===== src/rtl/siso_pkg.sv =====
// rtl/siso_pkg.sv - shared types and constants for the SISO feed serializer
package siso_pkg;

    typedef enum logic {
        IDLE  = 1'b0,
        SHIFT = 1'b1
    } state_e;

    localparam int DEFAULT_WIDTH = 4;
    localparam int CNT_W         = $clog2(DEFAULT_WIDTH);

endpackage


===== src/rtl/siso_feed_serializer.sv =====
// rtl/siso_feed_serializer.sv - parallel word to serial bit feeder with one-word holding buffer
module siso_feed_serializer
    import siso_pkg::*;
#(
    parameter int WIDTH     = DEFAULT_WIDTH,
    parameter bit MSB_FIRST = 1'b1
) (
    input  logic             clk,
    input  logic             clear_n,
    input  logic             abort,
    input  logic [WIDTH-1:0] din,
    input  logic             din_valid,
    output logic             din_ready,
    input  logic             bit_en,
    output logic             si_out,
    output logic             si_valid,
    output logic             si_frame,
    output logic             busy
);

    localparam int             CW       = $clog2(WIDTH);
    localparam logic [CW-1:0]  CNT_LAST = CW'(WIDTH - 1);
    localparam logic [CW-1:0]  CNT_ONE  = CW'(1);

    state_e             state_q, state_d;
    logic [WIDTH-1:0]   hold_q, hold_d;
    logic               hold_v_q, hold_v_d;
    logic [WIDTH-1:0]   sreg_q, sreg_d;
    logic [CW-1:0]      cnt_q, cnt_d;
    logic [WIDTH-1:0]   sreg_shifted;

    // Holding buffer can only take a word while empty, and never on an abort cycle
    assign din_ready = ~hold_v_q & ~abort;

    // Move the shift register one place toward whichever end drives the serial line
    assign sreg_shifted = MSB_FIRST ? {sreg_q[WIDTH-2:0], 1'b0}
                                    : {1'b0, sreg_q[WIDTH-1:1]};

    // Next-state: abort flushes everything; otherwise accept into hold and run the load/shift FSM
    always_comb begin
        state_d  = state_q;
        hold_d   = hold_q;
        hold_v_d = hold_v_q;
        sreg_d   = sreg_q;
        cnt_d    = cnt_q;

        if (abort) begin
            state_d  = IDLE;
            hold_v_d = 1'b0;
            cnt_d    = '0;
            sreg_d   = '0;
        end else begin
            // Accept and transfer are mutually exclusive: accept needs an empty hold,
            // transfer needs a full one.
            if (din_valid && din_ready) begin
                hold_d   = din;
                hold_v_d = 1'b1;
            end

            case (state_q)
                IDLE: begin
                    if (hold_v_q) begin
                        sreg_d   = hold_q;
                        cnt_d    = '0;
                        hold_v_d = 1'b0;
                        state_d  = SHIFT;
                    end
                end
                SHIFT: begin
                    if (bit_en) begin
                        if (cnt_q != CNT_LAST) begin
                            sreg_d = sreg_shifted;
                            cnt_d  = cnt_q + CNT_ONE;
                        end else if (hold_v_q) begin
                            // Chain straight into the next word so the stream has no gap
                            sreg_d   = hold_q;
                            cnt_d    = '0;
                            hold_v_d = 1'b0;
                        end else begin
                            state_d = IDLE;
                            cnt_d   = '0;
                        end
                    end
                end
                default: state_d = IDLE;
            endcase
        end
    end

    // State and datapath registers, cleared asynchronously
    always_ff @(posedge clk or negedge clear_n) begin
        if (!clear_n) begin
            state_q  <= IDLE;
            hold_q   <= '0;
            hold_v_q <= 1'b0;
            sreg_q   <= '0;
            cnt_q    <= '0;
        end else begin
            state_q  <= state_d;
            hold_q   <= hold_d;
            hold_v_q <= hold_v_d;
            sreg_q   <= sreg_d;
            cnt_q    <= cnt_d;
        end
    end

    // Serial outputs decode purely from registered state
    assign si_valid = (state_q == SHIFT);
    assign si_out   = si_valid & (MSB_FIRST ? sreg_q[WIDTH-1] : sreg_q[0]);
    assign si_frame = si_valid & (cnt_q == '0);
    assign busy     = si_valid | hold_v_q;

endmodule


===== config.mk =====
export PLATFORM = sky130hd
export DESIGN_NAME = siso_feed_serializer
export DESIGN_NICKNAME = d
export VERILOG_FILES = /design/src/rtl/siso_pkg.sv /design/src/rtl/siso_feed_serializer.sv
export SDC_FILE = /design/constraint.sdc
export NUM_CORES = 1
export LEC_CHECK = 0
export BUFFER_PORTS_ARGS = -buffer_cell sky130_fd_sc_hd__buf_4
export CORE_AREA = 2 2 39 41
export DETAILED_ROUTE_END_ITERATION = 10
export DIE_AREA = 0 0 41 43
export PLACE_DENSITY = 0.76
export SLEW_MARGIN = 20
export SYNTH_ARGS = -nofsm -noshare
export SYNTH_HDL_FRONTEND = slang
export SYNTH_SLANG_ARGS = --single-unit
export TNS_END_PERCENT = 1

===== constraint.sdc =====
create_clock -name clk -period 2.6 [get_ports clk]
set_input_delay 0.26 -clock clk [delete_from_list [all_inputs] [get_ports clk]]
set_output_delay 0.26 -clock clk [all_outputs]
set_load 0.1 [all_outputs]

==> summary.md <==
| Metric | Value |
|---|---|
| WS Path Type | flop to output port |
| Vias | 521 |
| Most frequent cells in the layout | 13 x buf_4, 12 x dfrtp_1, 7 x nor2_1 |
| Final period util | 61.4% |
| HPWL after DPL | 934 µm |
| Minimum clock period | 1.60 ns |
| Metal3 WL | 63 µm |
| # setup viols final | 0 |
| Data required, critical path | 2.34 ns |
| Area delta synth->final | 19.8% |
| Max Fclk | 0.627 GHz |
| CP max FO | 5 |
| Core Region | 0.00138 mm² |
| Grt ovf | 0 |
| Insertion delay to the later sink of the worst-skew pair | 0.28 ns |
| Seq cells post-synth | 12 |
| Pwr Density | 627 mW/mm² |
| Initial antenna violation count | 0 |
| Routed Antenna Nets | 0 |
| Met1 wire length | 562 µm |
| Status | finished clean |
| Vias in the first global route | 490 |
| Mean Syn Cell Area | 10.7 µm² |
| Number of clock sinks | 12 |
| Fin Clk Skew | 0.00694 ns |
| DRC | 0 |
| Met2 WL | 580 µm |
| Iter 0 DRT Violations | 3 |
| Vias per cell | 5.43 |
| Die area | 0.00176 mm² |
| Relative slew margins | 76.1% |
| CTS tree | done |
| Htree depth | 1 |
| CP endpoint kind | output port |
| Core Util, Final | 60.2% |
| Mapped Cells | 65 |
| Max-slew violation count | 0 |
| DP Worst Slack | 1.26 ns |
| CP Launch Type | flop |
| # diodes | 0 |
| Global placer's final weighted congestion | 0.774 |
| Sequential Area | 300 µm² |
| Fraction of layout cells with a size suffix above 1 | 36.3% |
| Setup TNS | 0 ns |
| Peak supply drop | 354 µV |
| Max Cap Viol | 0 |
| First-pass GRT wire length | 2030 µm |
| Setup WS post-layout | 1.00 ns |
| Sequential fraction of the synthesis area | 43.2% |
| Fillers | 130 |
| HP Class | input port to flop |
| Finished Layout Cells | 96 |
| WL final | 1250 µm |
| RSZ-0062 raised after global routing | no |
| Port bufs | 13 |
| IO Count | 14 |
| Net count, final | 93 |
| P_leak | 0.389 nW |
| Final Hold Fails | 0 |
| Design Area, Final | 833 µm² |
| Std cell rows | 14 |
| Post-Syn Area | 696 µm² |
| Avg WL per Cell | 13.0 µm |
| Placed Cells | 91 |
| Root Buffer | clkbuf_4 |
| Final Hold Slack | 0.204 ns |
| Measured slew at the worst slew-check pin | 0.359 ns |
| Die X | 41 µm |
| GRT Util Overall | 17.5% |
| Initial Util | 50.3% |
| Die Ht | 43 µm |
| Most common cell after layout, fill and taps aside | buf_4 |
| Pin count of the biggest net entering global routing | 14 |
| Worst-path clk slew | 0.08 ns |
| CTS max path bufs | 2 |
| Total Power | 0.522 mW |
| Clock buffer count from CTS | 3 |
| Distinct cells, synth | 24 |
| Area of the multi-input gates | 358 µm² |
| Mapped Nets | 77 |
| Crit path DAT | 1.34 ns |
| Max layer used | met4 |
| Drt first pass iters | 2 |
| Placed Area | 787 µm² |
| YS warnings | 0 |
| Post-CTS Resized | 0 |
==> timing repair <==
item / 4_1_cts / 5_1_grt
buffers inserted: 0 / 0
hold endpoints to repair: 12 / 0
setup endpoints to repair: 0 / 0
hold buffers: 1 / 0
==> power by group <==
group          internal, mW  switching, mW
clock network        0.0854         0.0656
registers             0.208         0.0190
logic                0.0529         0.0913
total                 0.346          0.176
==> worst paths after layout <==
path	from	to	slack [ns]	cells after the start
max in group asynchronous	clear_n	cnt_q[1]	2.10	2
min in group asynchronous	clear_n	hold_q[3]	0.34	2
hold / removal	din[2]	hold_q[2]	0.20	2
setup reg to reg	cnt_q[0]	sreg_q[1]	1.26	4
setup / recovery	cnt_q[0]	si_frame	1.00	4
hold reg to reg	hold_q[0]	hold_q[0]	0.52	1
==> layout make-up <==
class	count	share of cell area, %
tap	16	2.40
timing repair buffer	14	12.9
clock buffer	4	4.35
multi-input combinational	47	42.9
sequential	12	36.0
inverter	3	1.35
==> worst max-delay path, cell delays in order, from the launching register on <==
cell	delay [ns]
dfrtp_1	0.41
inv_1	0.06
ha_1	0.18
and2_2	0.18
buf_4	0.23
==> per-layer routing <==
metal,up-vias,global-route usage (%)
li1,258,-
met1,245,21.6
met2,13,25.3
met3,5,3.14
met4,0,14.0
met5,-,0
==> state kept, by name (all words and copies together), names as in the netlist <==
signal	cells
hold_q	4
cnt_q	2
sreg_q	4
si_valid	1
hold_v_q	1
==> kinds of logic (layout without fill, tap and decap cells) <==
logic type	Yosys count	after routing	share of synthesized area, %
compound gates	12	12	14.7
buf+inv	6	21	5.39
simple gates	28	28	24.8
fa+ha+maj	3	3	5.40
flops	12	12	43.2
mux	4	4	6.47
==> cells in the mapped netlist, drive strengths merged <==
master,n,share of area [%]
a211oi,3,3.2
a21oi,3,2.2
a31oi,1,0.90
and2,3,3.4
and2b,1,1.4
buf,2,3.2
clkbuf,1,0.54
dfrtp,12,43
ha,3,5.4
inv,3,1.6
mux2,4,6.5
nand2,2,1.1
nand2b,1,0.90
nand3,3,2.2
nand3b,4,4.3
nand4b,1,1.3
nor2,7,3.8
nor2b,4,4.7
nor3,1,0.72
o21ai,2,1.4
o41ai,3,7.0
or2b,1,1.1
(Power assumes the default switching activity.)
